$ cat src/rtl/spm_serial_ctrl.sv
// Controller that feeds a serial/parallel multiplier (spm) array: it holds the
// multiplicand in parallel, streams the sign-extended multiplier LSB first and
// collects the serial product into a 2*WIDTH-bit register.
module spm_serial_ctrl #(
    parameter int WIDTH = 32,
    parameter int LAT   = 1
) (
    input  logic                 clk,
    input  logic                 rst,
    input  logic                 in_valid,
    output logic                 in_ready,
    input  logic [WIDTH-1:0]     in_x,
    input  logic [WIDTH-1:0]     in_y,
    output logic [WIDTH-1:0]     spm_x,
    output logic                 spm_y,
    output logic                 spm_clr,
    input  logic                 spm_p,
    output logic                 out_valid,
    input  logic                 out_ready,
    output logic [2*WIDTH-1:0]   out_product,
    output logic [1:0]           o_dbg_state
);

    localparam int CW = $clog2(2*WIDTH + LAT + 1);
    localparam int IW = (WIDTH > 1) ? $clog2(WIDTH) : 1;

    localparam logic [CW-1:0] C_W    = CW'(WIDTH);
    localparam logic [CW-1:0] C_2W   = CW'(2*WIDTH);
    localparam logic [CW-1:0] C_LAT  = CW'(LAT);
    localparam logic [CW-1:0] C_LAST = CW'(2*WIDTH + LAT - 1);
    localparam logic [CW-1:0] C_ONE  = CW'(1);

    // Handshakes: a transfer happens on a rising edge where valid && ready.
    // in_ready is high only in IDLE; out_valid is high only in DONE and the
    // product is held unchanged until out_ready is seen.
    typedef enum logic [1:0] {
        IDLE  = 2'd0,
        CLEAR = 2'd1,
        SHIFT = 2'd2,
        DONE  = 2'd3
    } state_t;

    state_t               r_state;
    logic [CW-1:0]        r_cnt;
    logic [WIDTH-1:0]     r_x;
    logic [WIDTH-1:0]     r_y;
    logic [2*WIDTH-1:0]   r_prod;
    logic                 r_in_ready;
    logic                 r_out_valid;
    logic                 w_spm_y;

    always_ff @(posedge clk) begin
        if (rst) begin
            r_state     <= IDLE;
            r_cnt       <= '0;
            r_x         <= '0;
            r_y         <= '0;
            r_prod      <= '0;
            r_in_ready  <= 1'b1;
            r_out_valid <= 1'b0;
        end else begin
            case (r_state)
                IDLE: begin
                    if (in_valid && r_in_ready) begin
                        r_x        <= in_x;
                        r_y        <= in_y;
                        r_in_ready <= 1'b0;
                        r_state    <= CLEAR;
                    end
                end
                CLEAR: begin
                    r_cnt   <= '0;
                    r_prod  <= '0;
                    r_state <= SHIFT;
                end
                SHIFT: begin
                    // The first LAT cycles only fill the array's output pipeline.
                    if (r_cnt >= C_LAT) begin
                        r_prod <= {spm_p, r_prod[2*WIDTH-1:1]};
                    end
                    if (r_cnt == C_LAST) begin
                        r_out_valid <= 1'b1;
                        r_state     <= DONE;
                    end else begin
                        r_cnt <= r_cnt + C_ONE;
                    end
                end
                DONE: begin
                    if (out_ready) begin
                        r_out_valid <= 1'b0;
                        r_in_ready  <= 1'b1;
                        r_state     <= IDLE;
                    end
                end
                default: r_state <= IDLE;
            endcase
        end
    end

    // Multiplier bits beyond WIDTH repeat the sign so the low 2*WIDTH product
    // bits are correct for signed operands; zeros flush the array afterwards.
    always_comb begin
        w_spm_y = 1'b0;
        if (r_state == SHIFT) begin
            if (r_cnt < C_W) begin
                w_spm_y = r_y[r_cnt[IW-1:0]];
            end else if (r_cnt < C_2W) begin
                w_spm_y = r_y[WIDTH-1];
            end
        end
    end

    assign in_ready    = r_in_ready;
    assign out_valid   = r_out_valid;
    assign out_product = r_prod;
    assign spm_x       = (r_state == IDLE) ? '0 : r_x;
    assign spm_y       = w_spm_y;
    assign spm_clr     = rst || (r_state == CLEAR);
    assign o_dbg_state = r_state;

endmodule

$ cat config.mk
export PLATFORM = sky130hd
export DESIGN_NAME = spm_serial_ctrl
export DESIGN_NICKNAME = d
export VERILOG_FILES = /design/src/rtl/spm_serial_ctrl.sv
export SDC_FILE = /design/constraint.sdc
export NUM_CORES = 1
export LEC_CHECK = 0
export ABC_AREA = 1
export BUFFER_PORTS_ARGS = -buffer_cell sky130_fd_sc_hd__buf_2
export CORE_MARGIN = 5
export CORE_UTILIZATION = 47
export DETAILED_ROUTE_END_ITERATION = 7
export GPL_TIMING_DRIVEN = 0
export PLACE_DENSITY_LB_ADDON = 0.3
export SETUP_SLACK_MARGIN = 0.3
export SYNTH_ARGS = -nofsm -noshare
export SYNTH_HDL_FRONTEND = slang
export SYNTH_SLANG_ARGS = --single-unit
$ cat constraint.sdc
create_clock -name clk -period 3.8 [get_ports clk]
set_clock_uncertainty 0.2 [all_clocks]
set_input_delay 1.14 -clock clk [delete_from_list [all_inputs] [get_ports clk]]
set_output_delay 1.14 -clock clk [all_outputs]
set_load 0.02 [all_outputs]
== Word-level counts from Yosys, hierarchy flattened ==
Cells that the tools add are included.

* Register bits after elaboration: 139
* Input port bits: 69
* Output and inout bits: 102
* Logic and storage cells: 53

* $add $sub $neg: 1
* Order comparisons: 4
* Equality and inequality tests: 9
* Mux-type cells: 20
* Reduce and logical (&&, ||, !) cells: 12

{| class="wikitable"
|+ Operators with widths
! kind !! number
|-
| $pmux W64 S2 || 1
|-
| $mux W64 || 1
|-
| $mux W32 || 1
|-
| $pmux W7 S2 || 1
|-
| $ne A2 B2 Y1 const B || 5
|-
| $reduce_and A3 Y1 || 3
|-
| $mux W1 || 8
|-
| $pmux W2 S4 || 1
|-
| $add A7 B1 Y7 const B || 1
|-
| $eq A7 B7 Y1 const B || 1
|-
| $ge A7 B1 Y1 const B || 1
|-
| $lt A7 B6 Y1 const B || 1
|-
| $lt A7 B7 Y1 const B || 1
|-
| $mux W7 || 1
|-
| $lt A5 B6 Y1 const B || 1
|-
| $mux W2 || 3
|-
| $reduce_and A2 Y1 || 3
|-
| $reduce_bool A2 Y1 || 3
|-
| $bmux W1 S5 || 1
|-
| $eq A2 B2 Y1 const B || 2
|-
| $pmux W1 S2 || 2
|-
| $eq A2 B1 Y1 const B || 1
|-
| $logic_not A2 Y1 || 1
|-
| $logic_and A1 B1 Y1 || 1
|-
| $logic_or A1 B1 Y1 || 1
|}

== Logic depth before layout (Yosys ltp) ==
Gate-level depths: netlist of run 1.

* Word-level depth: 4
* Depth in mapped cells: 11
* Mapped depth without buffers: 10

== Least setup slack after synthesis of run 1 ==
No wires, ideal clock.

* Path type: input port to output port
* From: in rst
* To: out spm_clr
* Data arrival time: 1.606 ns
* Data required time: 2.460 ns
* Slack: 0.854 ns
* Stages on the path: 2
* Path buffers: 1
* Cells stage by stage: buf_2 > or2_2

* Word-level cells in the longest chain between the ends: 1

{| class="wikitable"
|+ Ends and longest elaborated chain
! item !! RTL line !! source
|-
| start: declaration || 9 || <nowiki>input logic rst,</nowiki>
|-
| $logic_or A1 B1 Y1 || 118 || <nowiki>assign spm_clr = rst || (r_state == CLEAR);</nowiki>
|-
| end: declaration || 16 || <nowiki>output logic spm_clr,</nowiki>
|}

Every way passes these cells.

== Final worst setup path of run 1 ==
* From: reg r_cnt[1]
* To: out spm_y

* Word-level cells in the longest chain between the ends: 4
* Elaborated cells between the ends (all ways): 7
* Those cells by class: order compare: 2; mux: 5

{| class="wikitable"
|+ Ends and longest elaborated chain
! item !! RTL line !! source
|-
| start: declaration || 44 || <nowiki>logic [CW-1:0] r_cnt;</nowiki>
|-
| start signal: assignment || 85 || <nowiki>r_cnt <= r_cnt + C_ONE;</nowiki>
|-
| $lt A7 B7 Y1 / $bmux W1 S5 (equally long branches) || 107, 106 ||
|-
| $mux W1 (on tied branches) || 107, 106 ||
|-
| $mux W1 * || 105 || <nowiki>if (r_cnt < C_W) begin</nowiki>
|-
| $mux W1 * || 104 || <nowiki>if (r_state == SHIFT) begin</nowiki>
|-
| end: declaration || 15 || <nowiki>output logic spm_y,</nowiki>
|}

Every way passes the cells marked *; elsewhere a longest branch is shown, timed or not. The select of a mux whose other input is x is not followed.

==> results by group, run 1 <==
Layout
  • Post-layout nets: around 1,000
  • Layout cells sized above 1: 0.248
  • N_diodes: 0
  • Most frequent cells in the layout: buf_2 (184), nand3_1 (161), a21oi_1 (138), dfxtp_1 (138), inv_1 (75)
  • Fill count: ~1,300
  • Commonest non-fill, non-tap cell in the layout: buf_2
  • Synth-to-Final Area Change: 27.6%

STA
  • Unrepaired setup endpoints after global routing: no
  • Fin. max-slew vios: 0
  • Max-slew headroom: 0.656
  • Worst Tran Pin Value: a little over 0.5 ns
  • Fin Setup TNS: 0 ns
  • Final min period: 3.31 ns
  • Final Setup Violations: 0
  • Final period util: 0.872
  • WHS: 0.249 ns
  • Final hold viol count: 0
  • Highest clock rate: ~0.30 GHz

Routing
  • Antenna-violating nets left: 0
  • Via density: approximately 5.1
  • Drt drc: 0
  • WL final: between 15,000 and 20,000 µm
  • Vias: between 5,000 and 6,000
  • First-pass iteration count of the detailed router: 5
  • DR iter-0 viols: about 300
  • Routed wire per std cell: ~14 µm

Floorplan
  • Core area: approximately 13,000 µm²
  • Starting Density: 0.474
  • Chip Width: 122 µm
  • Chip height: ~120 µm
  • Site row count: 41
  • DIE AREA: around 15,000 µm²
  • Boundary Pins: ~170

Logic synthesis
  • Yosys reg bits: between 100 and 150
  • Syn Nets: approximately 850
  • Sequential share of the synthesized area: 0.469
  • Post-synth top area cell: dfxtp_1
  • Synth top area share: 0.469
  • Avg Cell Area, Syn: between 7 and 8 µm²
  • Synth top area cells: dfxtp_1 (47%), nand3_1 (14%), a21oi_1 (12%)
  • Yosys warnings: 0
  • Synth Instances: 770
  • Cell variety after synth: 30
  • Synthesized area: ~6000 µm²

CTS
  • Clock buffer count from CTS: 17
  • Post_cts resized: 0
  • Worst-skew pair later-pin latency: between 0.4 and 0.5 ns
  • CTS Sinks: 139
  • H-tree levels: 4
  • Reg clk slew, reported paths: roughly 0.05 ns
  • CTS tree: yes
  • Clock Path Buffers: 2
  • CTS root buf: clkbuf_16
  • CTS hold repair buffers: 0
  • Post-CTS setup buffer count: 0

Setup path
  • Worst Path Arrival: around 2 ns
  • Reg2reg start: o_dbg_state[0]$_SDFFE_PP0P_
  • CP Data Required Time: 2.46 ns
  • Maximum net fanout on the critical path: 10
  • CP Capture Type: output port
  • Worst Setup SP: r_cnt[1]$_SDFFE_PP0P_
  • Crit start category: register
  • CP Class: register to output port
  • R2R setup slack: between 1.5 and 2 ns

Place
  • Hpwl dp: between 10,000 and 15,000 µm
  • Port buffer count: around 170
  • RD Place Congestion: roughly 0.83

Pwr
  • P_leak: ~3.3 nW
  • PwrDens: around 680 nW/µm²
  • Total power: 5.14 mW
  • Peak supply drop: 344 µV

GRT
  • Grt ovf: 0
  • GR peak layer: met2
  • First-pass GRT wire length: ~25,000 µm
  • Largest net degree at the start of global routing: 17
  • Initial antenna violation count: 0
  • Routing usage on met3: 0.0604
  • Gr usage total: 0.210
  • GR Util met1: 0.273
  • M2 GR Usage: 0.333
  • Vias in the first global route: 5,269

Worst hold path
  • Min-delay src: r_y[8]$_SDFFE_PP0P_
  • Hold Path Class: register to register

Run
  • Maxcap violations: 0

Run status
  • Status: completed
## synth_stat cells, drive strengths merged
master	instances
inv	78
xor2	1
clkinv	1
ha	8
and3	1
o21ai	71
nor3	6
nand4	1
buf	40
clkbuf	26
nand3	164
or2	1
a211oi	1
nand2	53
nor2	39
dfxtp	139
o211ai	2
a21oi	138
## per-stage QoR
step	util	setup WS [ns]	cells	instance area [µm²]
after CTS	0.605	0.389	1143	7570
after global routing	0.605	0.334	1143	7580
after global placement	0.559	0.696	1111	7000
final	0.605	0.488	1143	7580
after floorplan	-	0.854	770	5940
after detailed placement	0.559	0.686	1111	7000
## worst max-delay path, stage by stage, from the launching register on
cell and delay, ns:
dfxtp_1 0.38, clkinv_1 0.30, nand3_1 0.18, nand2_1 0.06
nand2_1 0.06, nand3_1 0.07, nand3_1 0.08, nand3_1 0.08
a21oi_1 0.14, buf_2 0.19
## layout make-up
type,instances,area (µm²),area share
buffer,66,407,0.0537
clock buffer,26,489,0.0646
inverter,79,297,0.0391
clock inverter,6,86.3,0.0114
sequential,139,2780,0.367
multi-input combinational,486,2450,0.324
tap,172,215,0.0284
timing repair buffer,169,846,0.112
## kinds of logic after synthesis
kind of cell | after synthesis | synth area share
XOR/XNOR | 1 | 0.00148
buffers and inverters | 145 | 0.118
AO/OA/AOI/OAI | 212 | 0.180
AND/OR/NAND/NOR | 265 | 0.215
adder cells (fa/ha/maj) | 8 | 0.0169
flip-flops | 139 | 0.469
## routing by layer
layer  vias up  wire (µm)
met2       168       7340
met3        15       1090
met4         0        217
li1       2960          -
met1      2725       6940
met5         -          0
## state kept, by name, indices dropped and copies added, names as in the netlist
register	cells
out_product	64
r_x	32
r_y	32
r_cnt	7
o_dbg_state	2
in_ready	1
out_valid	1
## path summary, 6_finish.rpt
check	endpoint	cells past startpoint
setup reg to reg	r_y[31]$_SDFFE_PP0P_	8
hold reg to reg	r_y[8]$_SDFFE_PP0P_	2
setup / recovery	spm_y	9
hold / removal	r_y[8]$_SDFFE_PP0P_	2
## power by group
group | switching (mW) | internal [mW] | leakage (nW)
Combinational | 1.19 | 0.571 | 1.84
Sequential | 0.0781 | 1.69 | 1.13
Clock | 0.593 | 1.02 | 0.279
Total | 1.86 | 3.28 | 3.25
Power figures use the tool's default switching activity.
==> run 2, diff against run 1 <==
--- a/config.mk
+++ b/config.mk
@@ -12,6 +12,7 @@
 export DETAILED_ROUTE_END_ITERATION = 7
 export GPL_TIMING_DRIVEN = 0
 export PLACE_DENSITY_LB_ADDON = 0.3
+export RECOVER_POWER = 25
 export SETUP_SLACK_MARGIN = 0.3
 export SYNTH_ARGS = -nofsm -noshare
 export SYNTH_HDL_FRONTEND = slang
==> run 2 against run 1 <==
Net effect: utilization decreased by 0.58 points; count of clock-buffer cells in the layout unchanged; critical path type unchanged; critical path depth decreased by 3; clock power about the same; final cell count unchanged; register-to-register slack got worse by 0.27 ns; via count decreased by 0.55%; flip-flop and latch count unchanged; first-iteration DRC count increased by 3.6%; power decreased by 2.1%; routed wire length about the same.
==> results by group, run 2 (same netlist as run 1, synthesis figures left out) <==
Setup path
  • Worst Path Arrival: 2.11 ns (+0.14 ns)
  • CP Data Required Time: 2.46 ns (about the same)
  • CP Class: register to output port
  • RR Endpoint: r_x[28]$_SDFFE_PP0P_
  • Worst Setup SP: o_dbg_state[0]$_SDFFE_PP0P_
  • Crit start category: register
  • Maximum net fanout on the critical path: 10 (unchanged)
  • Worst setup path end: spm_x[11]
  • Reg2reg start: o_dbg_state[0]$_SDFFE_PP0P_
  • R2R setup slack: 1.28 ns (-0.27 ns)
  • CP Capture Type: output port
  • Worst r2r path cells: 8 (unchanged)

Routing
  • First-pass iteration count of the detailed router: 5 (unchanged)
  • Antenna-violating nets left: 0 (unchanged)
  • DR iter-0 viols: 317 (+3.6%)
  • Routed wire per std cell: 13.6 µm (about the same)
  • Vias: 5,836 (-0.55%)
  • Metal1 wirelength: 7020 µm (+1.1%)
  • Via density: 5.11 (-0.55%)
  • Routed wl met2: 7270 µm (-0.99%)
  • WL met3: 1070 µm (-1.3%)
  • Drt drc: 0 (unchanged)
  • WL final: 15,600 µm (about the same)
  • Top Metal Used: met4

Layout
  • Synth-to-Final Area Change: 26.4%
  • N_diodes: 0 (unchanged)
  • Commonest non-fill, non-tap cell in the layout: buf_2
  • Cell Count, Final, Fillers Out: 1,143 (unchanged)
  • Layout cells sized above 1: 0.232 (-0.0165)
  • Final Cell Area: 7500 µm² (-0.96%)
  • Most frequent cells in the layout: buf_2 (180), nand3_1 (162), a21oi_1 (138), dfxtp_1 (138), inv_1 (76)
  • Post-layout nets: 1,035 (unchanged)
  • Max reg flops: 64 (unchanged)
  • Fill count: 1,268 (+1.3%)

CTS
  • CTS tree: yes
  • Clock Path Buffers: 2 (unchanged)
  • Reg clk slew, reported paths: 0.05 ns (about the same)
  • H-tree levels: 4 (unchanged)
  • Post-CTS setup buffer count: 0 (unchanged)
  • CTS Sinks: 139 (unchanged)
  • Worst-skew pair later-pin latency: 0.42 ns (about the same)
  • CTS hold repair buffers: 0 (unchanged)
  • Post_cts resized: 0 (unchanged)
  • CTS root buf: clkbuf_16
  • Clock buffer count from CTS: 17 (unchanged)

Pwr
  • Peak supply drop: 344 µV (-0.12%)
  • PwrDens: 671 nW/µm² (-1.1%)
  • P_leak: 3.21 nW (-1.4%)
  • Total power: 5.03 mW (-2.1%)

Place
  • RD Place Congestion: 0.835 (unchanged)
  • Dpl cell area: 7000 µm² (unchanged)
  • Placed insts: 1,111 (unchanged)
  • Port buffer count: 169 (unchanged)
  • Hpwl dp: 11,300 µm (unchanged)

Floorplan
  • Chip Width: 122 µm (unchanged)
  • Site row count: 41 (unchanged)
  • Chip height: 122 µm (unchanged)
  • Core area: 12,500 µm² (unchanged)
  • DIE AREA: 15,000 µm² (unchanged)
  • Boundary Pins: 171 (unchanged)
  • Starting Density: 0.474 (unchanged)

GRT
  • Grt ovf: 0 (unchanged)
  • First-pass GRT wire length: 25,200 µm (unchanged)
  • Gr usage total: 0.210 (unchanged)
  • Vias in the first global route: 5,269 (unchanged)
  • Largest net degree at the start of global routing: 17 (unchanged)
  • Initial antenna violation count: 0 (unchanged)

STA
  • Unrepaired setup endpoints after global routing: no
  • Fin. max-slew vios: 0 (unchanged)
  • Final hold viol count: 0 (unchanged)
  • WHS: 0.250 ns (+0.000644 ns)
  • Final Setup Violations: 0 (unchanged)
  • Final min period: 3.45 ns (+0.141 ns)
  • Worst Tran Pin Value: 0.512 ns (-0.00317 ns)
  • Highest clock rate: 0.290 GHz (-4.1%)
  • Fin Setup TNS: 0 ns (unchanged)
  • Max-slew headroom: 0.658 (+0.00211)
  • Final period util: 0.909 (+0.0372)

Run
  • Maxcap violations: 0 (unchanged)

Worst hold path
  • Hold Path Class: register to register

Run status
  • Status: completed
[run 2: power breakdown]
group | leakage [nW] | internal [mW] | total, mW | switching [mW]
logic | 1.79 | 0.481 | 1.65 | 1.17
registers | 1.13 | 1.70 | 1.77 | 0.0770
clock network | 0.279 | 1.02 | 1.61 | 0.592
total | 3.21 | 3.19 | 5.03 | 1.84
[run 2: layer usage]
| metal | up-vias | global-route usage |
|---|---|---|
| li1 | 2963 | - |
| met1 | 2691 | 0.273 |
| met2 | 165 | 0.333 |
| met3 | 17 | 0.0604 |
| met4 | 0 | 0.0735 |
| met5 | - | 0 |
[run 2: final cells by class]
type | count | area [µm²] | area share
Tap cell | 172 | 215 | 0.0287
Clock inverter | 6 | 86.3 | 0.0115
Inverter | 79 | 297 | 0.0395
Clock buffer | 26 | 489 | 0.0652
Sequential cell | 139 | 2780 | 0.371
Multi-Input combinational cell | 486 | 2440 | 0.325
Buffer | 66 | 349 | 0.0465
Timing Repair Buffer | 169 | 846 | 0.113
[run 2: metrics by stage]
stage,utilization,setup slack [ns]
finish,0.599,0.347
CTS,0.605,0.389
global route,0.599,0.195
floorplan,-,0.854
detailed placement,0.559,0.686
global placement,0.559,0.696
[run 2: critical path: stages, from the launching register on]
cell and delay, ns:
dfxtp_1 0.35, inv_1 0.14, ha_1 0.16, clkbuf_1 0.33
clkbuf_1 0.41, nor2_1 0.13, buf_2 0.18
[run 2: how the worst min path moves through the flow]
| stage | slack [ns] | end | startpoint | depth (start not counted) |
|---|---|---|---|---|
| after floorplan | 0.22 | r_y[4]$_SDFFE_PP0P_ | r_y[4]$_SDFFE_PP0P_ | 2 |
| after global placement | 0.23 | r_y[4]$_SDFFE_PP0P_ | r_y[4]$_SDFFE_PP0P_ | 2 |
| after detailed placement | 0.24 | r_y[8]$_SDFFE_PP0P_ | r_y[8]$_SDFFE_PP0P_ | 2 |
| after CTS | 0.25 | r_y[8]$_SDFFE_PP0P_ | r_y[8]$_SDFFE_PP0P_ | 2 |
| after global routing | 0.26 | r_y[8]$_SDFFE_PP0P_ | r_y[8]$_SDFFE_PP0P_ | 2 |
| final | 0.25 | r_y[8]$_SDFFE_PP0P_ | r_y[8]$_SDFFE_PP0P_ | 2 |
==> run 3, diff against run 2 <==
--- a/config.mk
+++ b/config.mk
@@ -7,8 +7,10 @@
 export LEC_CHECK = 0
 export ABC_AREA = 1
 export BUFFER_PORTS_ARGS = -buffer_cell sky130_fd_sc_hd__buf_2
+export CELL_PAD_IN_SITES_DETAIL_PLACEMENT = 1
+export CELL_PAD_IN_SITES_GLOBAL_PLACEMENT = 2
 export CORE_MARGIN = 5
-export CORE_UTILIZATION = 47
+export CORE_UTILIZATION = 31
 export DETAILED_ROUTE_END_ITERATION = 7
 export GPL_TIMING_DRIVEN = 0
 export PLACE_DENSITY_LB_ADDON = 0.3
==> run 3 against run 2 <==
Net effect: worst hold slack barely moved; via count fell by 0.38%; worst setup slack improved by 0.095 ns; critical path type unchanged.
==> results by group, run 3 (same netlist as run 1, synthesis figures left out) <==
GRT
  • Grt ovf: 0 (unchanged)
  • Largest net degree at the start of global routing: 17 (unchanged)
  • First-pass GRT wire length: 30,000 µm (+19%)
  • Vias in the first global route: 5,763 (+9.4%)
  • Initial antenna violation count: 3 (+3)
  • Gr usage total: 0.168 (-0.0413)

CTS
  • CTS tree: yes
  • Clock buffer count from CTS: 17 (unchanged)
  • Worst-skew pair later-pin latency: 0.41 ns (about the same)
  • CTS root buf: clkbuf_16
  • Reg clk slew, reported paths: 0.05 ns (about the same)
  • CTS hold repair buffers: 0 (unchanged)
  • H-tree levels: 4 (unchanged)
  • Clock Path Buffers: 2 (unchanged)
  • CTS Sinks: 139 (unchanged)

Layout
  • Max reg flops: 64 (unchanged)
  • Sequential Area: 2790 µm² (about the same)
  • Area of the multi-input gates: 2430 µm² (-0.31%)
  • Layout cells sized above 1: 0.240 (+0.00849)
  • Post-layout nets: 1,035 (unchanged)
  • Final core occ: 0.405 (-0.194)
  • Fill count: 2,371 (+87%)
  • Most frequent cells in the layout: buf_2 (180), nand3_1 (161), dfxtp_1 (138)
  • Synth-to-Final Area Change: 28.1%
  • Commonest non-fill, non-tap cell in the layout: buf_2

Setup path
  • CP Class: register to output port
  • Worst Path Arrival: 2.02 ns (-0.09 ns)
  • Maximum net fanout on the critical path: 10 (unchanged)
  • R2R setup slack: 1.19 ns (-0.09 ns)
  • Crit start category: register
  • CP Data Required Time: 2.46 ns (about the same)
  • CP Capture Type: output port

STA
  • Fin. max-slew vios: 0 (unchanged)
  • Final Setup Violations: 0 (unchanged)
  • Max-slew headroom: 0.612 (-0.0460)
  • Fin Setup TNS: 0 ns (unchanged)
  • Final hold viol count: 0 (unchanged)
  • Highest clock rate: 0.298 GHz (+2.8%)
  • Final period util: 0.884 (-0.0251)
  • Worst Tran Pin Value: 0.581 ns (+0.0690 ns)
  • Worst setup margin: 0.442 ns (+0.0953 ns)
  • Unrepaired setup endpoints after global routing: no
  • Final min period: 3.36 ns (-0.0953 ns)

Floorplan
  • Chip Width: 148 µm (+21%)
  • DIE AREA: 22,000 µm² (+47%)
  • Boundary Pins: 171 (unchanged)
  • Chip height: 148 µm (+21%)
  • Starting Density: 0.316 (-0.158)
  • Site row count: 50 (+22%)
  • Core area: 18,800 µm² (+50%)

Routing
  • Vias: 5,814 (-0.38%)
  • Antenna-violating nets left: 0 (unchanged)
  • Via density: 4.82 (-5.5%)
  • Routed wire per std cell: 15.5 µm (+13%)
  • DR iter-0 viols: 211 (-33%)
  • First-pass iteration count of the detailed router: 4 (-1)
  • WL final: 18,600 µm (+19%)
  • Drt drc: 0 (unchanged)

Run
  • Maxcap violations: 0 (unchanged)

Run status
  • Status: completed

Worst hold path
  • Hold Path Class: register to register

Pwr
  • Peak supply drop: 296 µV (-14%)
  • P_leak: 3.23 nW (+0.72%)
  • Total power: 5.26 mW (+4.4%)
  • PwrDens: 691 nW/µm² (+3.0%)

Place
  • Hpwl dp: 13,800 µm (+23%)
  • Port buffer count: 169 (unchanged)
  • RD Place Congestion: 0.777 (-7.0%)
  • Worst slack, placed: 0.685 ns (-0.000513 ns)
==> run 3: cell count changes in the layout (fill, tap and decap cells not counted), moves of 2 or more <==
cell and delta:
buf_8 -6, clkinv_2 +2, clkinv_4 +2, clkbuf_1 -8, buf_6 +7
==> run 3: path summary, 6_finish.rpt <==
| kind | start | endpoint | cells after the start |
|---|---|---|---|
| max reg2reg | r_cnt[1]$_SDFFE_PP0P_ | out_product[6]$_SDFFE_PP0P_ | 8 |
| min reg2reg | r_y[4]$_SDFFE_PP0P_ | r_y[4]$_SDFFE_PP0P_ | 2 |
| min | r_y[4]$_SDFFE_PP0P_ | r_y[4]$_SDFFE_PP0P_ | 2 |
| max | r_cnt[0]$_SDFFE_PP0P_ | spm_y | 10 |
==> run 3: cell type report <==
class                   count  share of cell area
multi-input cells         486               0.319
repair buffers            169               0.111
well taps                 234              0.0385
plain buffers              66              0.0444
diodes                      1            0.000329
clock buffers              20              0.0613
flip-flops and latches    139               0.366
clock inverters            11              0.0189
inverters                  79              0.0395
==> run 3: repair_timing <==
action,in CTS,in global routing
gates resized for setup,1,5
endpoints found under the setup margin,1,1
setup buffers,0,0
==> run 3: critical path: stages (launching register included) <==
cell and delay (ns):
dfxtp_4 0.36, inv_1 0.21, clkbuf_4 0.28, nand2_1 0.07
nand3_1 0.08, nand3_1 0.08, nand3_1 0.10, nand3_1 0.08
nand3_1 0.12, a21oi_2 0.07, buf_4 0.15
==> run 3: per-layer routing <==
metal | part of all wire | GRT usage
met5 | 0.0011 | 0
met4 | 0.0090 | 0.0462
met3 | 0.051 | 0.0460
met2 | 0.48 | 0.279
met1 | 0.46 | 0.216
==> run 3: per-stage QoR <==
stage,instances,instance area [µm²],hold slack (ns)
2_1_floorplan,770,5940,0.223
3_3_place_gp,1173,7080,0.234
3_5_place_dp,1173,7080,0.237
4_1_cts,1204,7690,0.246
5_1_grt,1205,7610,0.267
6_report,1205,7610,0.249
==> run 3: power breakdown <==
group	switching (mW)	total [mW]	internal [mW]
clock network	0.636	1.72	1.08
registers	0.0779	1.77	1.70
logic	1.23	1.77	0.539
total	1.94	5.26	3.31
